[src/rtl/arb_rr_bin.sv]
// arb_rr_bin: round-robin arbiter with registered binary/one-hot grant and valid/ready handshake
// Ports: clk, rst (sync, active-high), req[WIDTH] requests, vld grant presented,
//        rdy downstream accept, bin[WIDTH_LOG] granted index, oht[WIDTH] one-hot grant.
module arb_rr_bin #(
  parameter int WIDTH = 32,
  localparam int WIDTH_LOG = $clog2(WIDTH)
) (
  input  logic                 clk,
  input  logic                 rst,
  input  logic [WIDTH-1:0]     req,
  output logic                 vld,
  input  logic                 rdy,
  output logic [WIDTH_LOG-1:0] bin,
  output logic [WIDTH-1:0]     oht
);
  typedef enum logic {IDLE = 1'b0, GRANT = 1'b1} state_t;
  state_t state, state_nxt;
  logic [WIDTH_LOG-1:0] ptr, ptr_nxt, bin_nxt, ptr_inc, base, found;
  logic xfer, any;
  assign vld = state == GRANT;
  assign xfer = vld && rdy;
  assign any = |req;
  assign ptr_inc = int'(bin) == WIDTH - 1 ? '0 : bin + 1'b1;
  // A transfer searches from the post-transfer pointer in the same cycle.
  assign base = xfer ? ptr_inc : ptr;
  // Walk offsets from farthest to nearest so the nearest set bit wins.
  always_comb begin
    found = '0;
    for (int i = WIDTH - 1; i >= 0; i--) begin
      int k;
      k = int'(base) + i;
      k = k >= WIDTH ? k - WIDTH : k;
      if (req[k]) found = WIDTH_LOG'(k);
    end
  end
  always_comb begin
    state_nxt = state;
    bin_nxt = bin;
    ptr_nxt = ptr;
    if (state == IDLE) begin
      state_nxt = any ? GRANT : IDLE;
      bin_nxt = any ? found : bin;
    end else if (rdy) begin
      ptr_nxt = ptr_inc;
      state_nxt = any ? GRANT : IDLE;
      bin_nxt = any ? found : bin;
    end
  end
  always_ff @(posedge clk) begin
    if (rst) begin
      state <= IDLE;
      bin <= '0;
      ptr <= '0;
    end else begin
      state <= state_nxt;
      bin <= bin_nxt;
      ptr <= ptr_nxt;
    end
  end
  always_comb begin
    oht = '0;
    for (int i = 0; i < WIDTH; i++) oht[i] = vld && int'(bin) == i;
  end
endmodule

[config.mk]
export PLATFORM = sky130hd
export DESIGN_NAME = arb_rr_bin
export DESIGN_NICKNAME = d
export VERILOG_FILES = /design/src/rtl/arb_rr_bin.sv
export SDC_FILE = /design/constraint.sdc
export NUM_CORES = 1
export LEC_CHECK = 0
export BUFFER_PORTS_ARGS = -buffer_cell sky130_fd_sc_hd__buf_2
export CORE_UTILIZATION = 35
export CTS_CLUSTER_DIAMETER = 40
export CTS_CLUSTER_SIZE = 30
export DETAILED_ROUTE_END_ITERATION = 6
export SLEW_MARGIN = 20
export SYNTH_ARGS = -nofsm -noshare
export SYNTH_HDL_FRONTEND = slang
export SYNTH_SLANG_ARGS = --single-unit
[constraint.sdc]
create_clock -name clk -period 16.15 [get_ports clk]
set_input_delay 2.4225 -clock clk [delete_from_list [all_inputs] [get_ports clk]]
set_output_delay 2.4225 -clock clk [all_outputs]
set_load 0.05 [all_outputs]
# Word-level counts from Yosys, hierarchy flattened
# Cells that the tools add are included.
# totals
regBits,11
in_bits,35
out_inout_bits,38
wordCells,367
# op_classes
n_addsub,64
n_lt_le_gt_ge,64
eq_ne,32
muxes,168
reduce_logical,36
# op_table
operator,n
"32-bit by 7-bit < comparator with 1-bit output, second input constant",32
32-bit two-way mux,32
"6-bit by 6-bit subtractor with 7-bit output, second input constant",31
"6-bit greater-or-equal comparator, second input constant",31
5-bit two-way mux,37
1-bit binary-select mux with 5-bit select,32
"5-bit by 5-bit adder with 6-bit output, second input constant",16
"5-bit equality test, second input constant",16
1-bit two-way mux,67
"5-bit by 4-bit adder with 6-bit output, second input constant",8
"5-bit by 4-bit equality test with 1-bit output, second input constant",8
1-bit logical AND,33
32-bit OR reduction,1
"5-bit by 3-bit adder with 6-bit output, second input constant",4
"5-bit by 3-bit equality test with 1-bit output, second input constant",4
"5-bit by 2-bit adder with 6-bit output, second input constant",2
"5-bit by 2-bit equality test with 1-bit output, second input constant",2
"5-bit by 6-bit subtractor with 7-bit output, second input constant",1
"5-bit by 1-bit adder with 6-bit output, second input constant",1
"5-bit by 6-bit greater-or-equal comparator with 1-bit output, second input constant",1
"5-bit by 1-bit adder with 5-bit output, second input constant",1
"5-bit by 1-bit equality test with 1-bit output, second input constant",1
5-bit zero test,1
"2-bit != test, second input constant",1
2-bit AND reduction,1

# Depth between registers and ports, before layout
# Gate-level depths: netlist of the first run.
# logic_depth
depth_word,44
ltp_mapped,23
ltp_nobuf,18

# Least setup slack after synthesis of the first run
# Ideal clock, no wire load.
# synth_timing
path_kind,input port to flip-flop
start,input port rdy
end,register bin[2]
setup_time_ps,123
arrival_time_ps,6770
required_ps,16027
setup_slack_ps,9257
stages,17
path_buffers,4
cell_sequence,nand4b_1 > and2_1 > buf_6 > inv_2 > buf_6 > clkbuf_1 > clkbuf_1 > ha_1 > inv_1 > xnor2_1 > mux2_2 > mux4_2 > or4_1 > a221oi_2 > nand3_1 > a41oi_1 > o31ai_1
# synth_between
elab_chain_cells,43
elab_cells_between_ends,261
cone_classes,add/sub (63); order compare (32); eq/ne (1); mux (164); reduce/logical (1)
# synth_rtl
element,line_no,source
"start, declared",12,"input logic rdy,"
1-bit logical AND,21,assign xfer = vld && rdy;
5-bit two-way mux,25,assign base = xfer ? ptr_inc : ptr;
5-bit by 5-bit adder with 6-bit output,31,k = int'(base) + i;
6-bit by 6-bit subtractor with 7-bit output / 6-bit greater-or-equal comparator (equally long branches),32,k = k >= WIDTH ? k - WIDTH : k;
32-bit two-way mux,32,
1-bit binary-select mux with 5-bit select,33,if (req[k]) found = WIDTH_LOG'(k);
1-bit two-way mux (implied by the code) (2 in a row),33,
5-bit two-way mux (32 in a row),33,
5-bit two-way mux,"42, 46",
5-bit two-way mux,43,end else if (rdy) begin
5-bit two-way mux,40,if (state == IDLE) begin
"end signal, assigned",56,bin <= bin_nxt;
"end, declared",13,"output logic [WIDTH_LOG-1:0] bin,"
# Parallel ways exist; a longest one is shown, timed or not. The select of a mux whose other input is x is not followed.
# A chain may end at the register's enable or synchronous reset.

# Worst setup path in the final report of the first run
# layout_timing
start,input port rdy
end,register bin[1]
# Same word-level chain as after synthesis.

==> implementation parameters, run 1 <==
Parameter                              Value

Run status
  Run status    finished with violations
  Violated checks    design-rule violations

Drt
  Vias    7303
  Count of antenna-violating nets left after detailed routing    0
  Violation count after the first detailed-routing iteration    926
  Remaining routing DRC violations    1
  Via density per instance    6.71
  Overall routed net length    26400 um
  Router iterations before antenna repair    7
  Average wire per standard cell    24.2 um

Die
  Area of the core region    17300 um^2
  Top-level I/O count    73
  Initial Utilization    35.8%
  Die width    135 um
  Number of cell rows    48
  Die Outline Area    18200 um^2
  Die Y-Extent    135 um

STA
  Hold Vio Cnt, Final    0
  Final number of setup-violating endpoints    0
  Timing-limited maximum frequency    125 MHz
  Worst hold margin    0.749 ns
  Max-slew violation count    0
  Total Neg Setup Slack    0 ns
  Tightest Pin Transition    1.06 ns
  Max Clock Skew    0.0114 ns
  RSZ-0062 raised after global routing    false
  Time the final worst path needs with I/O delays and setup    8.02 ns
  Share of the clock period used by the worst path after layout    49.7%
  Worst-case headroom to the max-slew limit    28.8%

Global route
  Wire length of the first global-routing pass    39800 um
  Pin count of the biggest net entering global routing    54
  Antenna violations before repair    1
  Number of global-route vias before repair    6470
  Total GRT Usage    28.7%
  Global route overflow    0

Critical path
  Class of the most critical setup path    input pin to flop
  CP startpoint kind    input pin
  Critical Path End Type    flop
  Required time reported for the critical path endpoint    16.32 ns
  Maximum fanout count along the critical path    17
  Worst EP arrival    8.19 ns

Finish
  Final Core Density    39.2%
  Sequential Area    220 um^2
  FILL cells    1831
  Final Non-Filler Cells    1088
  Area of combinational cells with multiple inputs    5630 um^2
  Total Nets Final    917
  Area growth from synthesis to layout    9.46%
  Ant. Diodes    0
  Ratio of cells with drive above 1 in the final layout    20.7%

Power and ir drop
  Leakage power of the design    2.85 nW
  Total power    1.59 mW
  Clk network pwr share    3.0%
  Relative contribution of combinational cells to total power    94.0%
  Worst vdd rail ir drop    0.0000852 V
  Reg power frac    2.9%
  Switching share of power    63.5%
  Switching power    1.01 mW
  Internal    0.581 mW
  Cell area power density    235 nW/um^2

CTS
  H-tree levels    1
  Clock sink total    11
  Post-CTS setup-driven buffer insertion count    0
  Clock tree from TritonCTS    yes
  Clk_lat worst skew    0.26 ns
  CTS buffer count    3
  Maximum buffer depth of the clock tree    2
  Worst-path clk slew    0.05 ns
  Post_cts resized    0
  Hold buffers post-CTS    0
  Root Driver    sky130_fd_sc_hd__clkbuf_16

Flow run
  Maxcap violations    0

Yosys
  Leading register cell type out of synthesis    sky130_fd_sc_hd__dfxtp_1
  Syn Inst Count    820
  Post-synth ARST share    0%
  Proportion of synthesized chip area in sequential cells    3.56%
  Post-synth EDFFs    0
  Mean instance size in the synthesized netlist    7.55 um^2
  Number of register bits inferred by synthesis    11
  Yosys warning count    0
  Cell variety after synth    85
  Synth Net Count    873
  Post-synthesis instance area    6190 um^2

Min path
  Class of the tightest hold or removal check    flop to flop

Placement
  Final GP Congestion    0.989
  Placed cell count    1084
  Count of input and output buffers    72
  Detailed-placement wirelength estimate    20200 um
power groups by stage:
stage               registers, mW  clock network, mW  logic, mW
floorplan                  0.0581                  0       1.03
global placement           0.0483                  0       1.44
detailed placement         0.0484                  0       1.44
CTS                        0.0475             0.0493       1.44
global route               0.0483             0.0507       1.58
finish                     0.0469             0.0484       1.50
synth_stat cells, types with 9 or more instances:
master                     number  area (um^2)
sky130_fd_sc_hd__nand2_1       91          342
sky130_fd_sc_hd__mux4_2        42          946
sky130_fd_sc_hd__o21ai_0       45          225
sky130_fd_sc_hd__buf_2         11         55.1
sky130_fd_sc_hd__ha_1          18          225
sky130_fd_sc_hd__nand3_1       18         90.1
sky130_fd_sc_hd__nor2_1        77          289
sky130_fd_sc_hd__a21oi_1       44          220
sky130_fd_sc_hd__clkbuf_1      20         75.1
sky130_fd_sc_hd__mux2i_1       64          641
sky130_fd_sc_hd__and2_1        12         75.1
sky130_fd_sc_hd__mux2_2        23          259
sky130_fd_sc_hd__nor3_1        28          140
sky130_fd_sc_hd__xnor2_1       19          166
sky130_fd_sc_hd__inv_1         29          109
sky130_fd_sc_hd__nor4_1         9         56.3
sky130_fd_sc_hd__dfxtp_1       11          220
sky130_fd_sc_hd__nand2b_1      16          100
sky130_fd_sc_hd__and3_1        23          144
sky130_fd_sc_hd__nand4_1       22          138
sky130_fd_sc_hd__a211o_1       16          140
critical path: stages:
cell and delay, ns:
sky130_fd_sc_hd__buf_2 0.16, sky130_fd_sc_hd__nand4b_1 0.61, sky130_fd_sc_hd__and2_1 0.67, sky130_fd_sc_hd__inv_2 0.13, sky130_fd_sc_hd__ha_1 0.54, sky130_fd_sc_hd__inv_1 0.31
sky130_fd_sc_hd__xnor2_1 0.80, sky130_fd_sc_hd__mux4_2 0.68, sky130_fd_sc_hd__mux2i_1 0.60, sky130_fd_sc_hd__nor2b_1 0.25, sky130_fd_sc_hd__a221o_1 0.36, sky130_fd_sc_hd__nor3_1 0.24
sky130_fd_sc_hd__o311ai_1 0.20, sky130_fd_sc_hd__a31oi_1 0.19
flip-flops by register name, summed over array words and instances, names as in the netlist:
name  count
bin       5
ptr       5
vld       1
final timing paths:
kind / from / endpoint / slack [ns] / depth (start not counted)
setup / recovery: rdy / bin[1] / 8.13 / 14
hold / removal: vld / vld / 0.75 / 2
setup reg to reg: bin[0] / bin[1] / 9.19 / 16
hold reg to reg: vld / vld / 0.75 / 2
final cells by class:
| cell class | instances | share of cell area, % |
|---|---|---|
| multi-input cells | 732 | 83.1 |
| flip-flops and latches | 11 | 3.25 |
| well taps | 225 | 4.16 |
| inverters | 34 | 1.88 |
| clock buffers | 3 | 1.11 |
| clock inverters | 1 | 0.0739 |
| repair buffers | 82 | 6.43 |
placed cells by master, fill, tap and decap left out, types with 19 or more instances in the layout:
cell type,count
sky130_fd_sc_hd__a21oi_1,44
sky130_fd_sc_hd__and3_1,23
sky130_fd_sc_hd__buf_2,72
sky130_fd_sc_hd__inv_1,29
sky130_fd_sc_hd__mux2_2,23
sky130_fd_sc_hd__mux2i_1,63
sky130_fd_sc_hd__mux4_2,42
sky130_fd_sc_hd__nand2_1,91
sky130_fd_sc_hd__nand4_1,22
sky130_fd_sc_hd__nor2_1,77
sky130_fd_sc_hd__nor3_1,28
sky130_fd_sc_hd__o21ai_0,45
sky130_fd_sc_hd__xnor2_1,19
stage by stage:
| step | setup WS, ns | instance area, um^2 |
|---|---|---|
| 2_1_floorplan | 9.26 | 6190 |
| 3_3_place_gp | 8.03 | 6700 |
| 3_5_place_dp | 8.13 | 6700 |
| 4_1_cts | 8.35 | 6780 |
| 5_1_grt | 7.97 | 6780 |
| 6_report | 8.13 | 6780 |
layer usage:
| metal | GRT usage (%) | share of wire [%] |
|---|---|---|
| met1 | 39.6 | 41 |
| met2 | 45.2 | 44 |
| met3 | 4.20 | 11 |
| met4 | 10.7 | 4.2 |
| met5 | 0 | 0 |
kinds of logic after synthesis:
family	synth area share, %
buffers and inverters	5.68
adder cells (fa/ha/maj)	3.64
flip-flops	3.56
AND/OR/NAND/NOR	26.5
AO/OA/AOI/OAI	25.1
XOR/XNOR	5.22
multiplexers	30.3
(Power assumes the default switching activity.)
==> run 2: changes to the inputs <==
clock period = 6.6 ns   (was 16.15 ns; I/O delays follow)
==> run 2 against run 1 <==
  * The run now ends clean
  * Via count shrank 0.73%
  * First-iteration DRC count shrank 2.7%
  * Register-to-register slack lost 8.3 ns
  * Die area is the same
  * Sequential share of layout area shrank 0.097 points
  * Largest power group unchanged
  * Sequential cell count is the same
  * Sequential power grew 120%
  * Critical endpoint is now bin[2]
  * Critical path depth grew 4
  * Total power grew to 2.5 times the previous value
  * Final area grew 3.1%
  * Highest routed layer unchanged
==> implementation parameters, run 2 (synthesized netlist as in run 1, its figures left out) <==
Parameter                              Value

Critical path
  Required time reported for the critical path endpoint    6.71 ns (-9.61 ns)
  Register-to-Register Path Depth    18 (+2)
  Critical Path End Type    flop
  Maximum fanout count along the critical path    17 (unchanged)
  Reg2reg end    bin[2]
  End of the critical path    bin[2]
  Worst r2r src    bin[0]
  Class of the most critical setup path    flop to flop
  Worst EP arrival    5.81 ns (-2.38 ns)
  Internal reg-to-reg setup slack    0.90 ns (-8.29 ns)
  CP startpoint kind    flop
  Startpoint of the worst setup timing path    bin[0]

Finish
  Total Nets Final    944 (+2.9%)
  Ant. Diodes    0 (unchanged)
  Commonest cells after routing, fill and taps aside    sky130_fd_sc_hd__nand2_1 (91), sky130_fd_sc_hd__nor2_1 (77), sky130_fd_sc_hd__buf_2 (72)
  FILL cells    1817 (-0.76%)
  Commonest non-fill, non-tap cell in the layout    sky130_fd_sc_hd__nand2_1
  Ratio of cells with drive above 1 in the final layout    23.1% (+2.4 points)
  Area growth from synthesis to layout    12.8%
  Final Core Density    40.4% (+1.2 points)
  Final Instance Area    6980 um^2 (+3.1%)

Die
  Die width    135 um (unchanged)
  Die Y-Extent    135 um (unchanged)
  Die Outline Area    18200 um^2 (unchanged)
  Top-level I/O count    73 (unchanged)
  Area of the core region    17300 um^2 (unchanged)
  Initial Utilization    35.8% (unchanged)
  Number of cell rows    48 (unchanged)

STA
  RSZ-0062 raised after global routing    false
  Worst-case headroom to the max-slew limit    35.9% (+7.1 points)
  Total Neg Setup Slack    0 ns (unchanged)
  Share of the clock period used by the worst path after layout    86.3%
  Final number of setup-violating endpoints    0 (unchanged)
  Tightest Pin Transition    0.935 ns (-0.124 ns)
  Setup ws final    0.904 ns (-7.23 ns)
  Max-slew violation count    0 (unchanged)
  Timing-limited maximum frequency    176 MHz
  Hold Vio Cnt, Final    0 (unchanged)
  Max Clock Skew    0.000820 ns (-0.0106 ns)
  Time the final worst path needs with I/O delays and setup    5.70 ns

Drt
  Remaining routing DRC violations    0 (-1)
  Router iterations before antenna repair    5 (-2)
  Vias    7250 (-0.73%)
  Count of antenna-violating nets left after detailed routing    0 (unchanged)
  Average wire per standard cell    24.1 um (-0.39%)
  Overall routed net length    26900 um (+2.1%)
  Violation count after the first detailed-routing iteration    901 (-2.7%)
  Via density per instance    6.50 (-3.1%)

Global route
  Global route overflow    0 (unchanged)
  Number of global-route vias before repair    6444 (-0.40%)
  Wire length of the first global-routing pass    40600 um (+2.1%)
  Pin count of the biggest net entering global routing    42 (-22%)
  Total GRT Usage    29.5% (+0.83 points)
  Antenna violations before repair    0 (-1)

CTS
  Maximum buffer depth of the clock tree    2 (unchanged)
  Root Driver    sky130_fd_sc_hd__clkbuf_16
  Clk_lat worst skew    0.24 ns (-0.02 ns)
  Hold buffers post-CTS    0 (unchanged)
  Post-CTS setup-driven buffer insertion count    0 (unchanged)
  Worst-path clk slew    0.04 ns (about the same)
  Clock tree from TritonCTS    yes
  CTS buffer count    3 (unchanged)
  Clock sink total    11 (unchanged)
  Post_cts resized    0 (unchanged)
  H-tree levels    1 (unchanged)

Run status
  Run status    finished, final reports clean

Placement
  Detailed-placement wirelength estimate    21300 um (+5.6%)
  Count of input and output buffers    72 (unchanged)
  Final GP Congestion    1.05 (+6.2%)
  Area post-placement    6900 um^2 (+3.0%)
  Pre-CTS setup slack    1.10 ns (-7.03 ns)

Power and ir drop
  Worst vdd rail ir drop    0.000187 V (+120%)
  Cell area power density    571 nW/um^2 (+140%)
  Leakage power of the design    2.98 nW (+4.5%)

Flow run
  Maxcap violations    0 (unchanged)

Min path
  Class of the tightest hold or removal check    flop to flop
run 2: metrics by stage:
stage	total power, mW	hold WS [ns]	instances
after CTS	3.87	0.550	1115
after global placement	3.80	0.532	1111
final	3.99	0.545	1115
after global routing	4.23	0.582	1115
after floorplan	2.67	0.912	820
after detailed placement	3.74	0.538	1111
run 2: report_power, final:
part	switching [mW]	internal (mW)
Clock	0.0315	0.0813
Combinational	2.42	1.35
Sequential	0.0213	0.0825
run 2: critical path: stages (launching register included):
cell	delay, ns
sky130_fd_sc_hd__dfxtp_1	0.39
sky130_fd_sc_hd__ha_1	0.31
sky130_fd_sc_hd__and3_1	0.22
sky130_fd_sc_hd__ha_1	0.22
sky130_fd_sc_hd__nand4b_1	0.19
sky130_fd_sc_hd__buf_4	0.23
sky130_fd_sc_hd__and2_1	0.25
sky130_fd_sc_hd__buf_4	0.23
sky130_fd_sc_hd__ha_1	0.34
sky130_fd_sc_hd__xnor2_2	0.74
sky130_fd_sc_hd__mux2i_1	0.43
sky130_fd_sc_hd__mux2i_1	0.28
sky130_fd_sc_hd__mux2i_2	0.51
sky130_fd_sc_hd__nor2_1	0.07
sky130_fd_sc_hd__or4_1	0.42
sky130_fd_sc_hd__a221oi_2	0.18
sky130_fd_sc_hd__nand3_1	0.10
sky130_fd_sc_hd__a41oi_1	0.33
sky130_fd_sc_hd__o31ai_1	0.13
run 2: worst min path at each step:
stage	slack, ns	from	to	cells after the start
finish	0.55	ptr[0]	ptr[0]	2
global route	0.58	ptr[0]	ptr[0]	2
CTS	0.55	ptr[0]	ptr[0]	2
detailed placement	0.54	ptr[0]	ptr[0]	2
global placement	0.53	ptr[0]	ptr[0]	2
floorplan	0.91	bin[4]	bin[4]	4
run 2: layout make-up:
class,instances,area (um^2),area share [%]
sequential,11,220,3.15
tap,225,282,4.03
timing repair buffer,109,638,9.14
inverter,34,128,1.83
multi-input combinational,732,5640,80.7
clock buffer,4,78.8,1.13
run 2: metal layers:
| layer | routed length, um | global-route usage [%] |
|---|---|---|
| met1 | 11200 | 40.0 |
| met2 | 11800 | 46.9 |
| met3 | 2450 | 3.45 |
| met4 | 1390 | 13.4 |
| met5 | 0 | 0 |
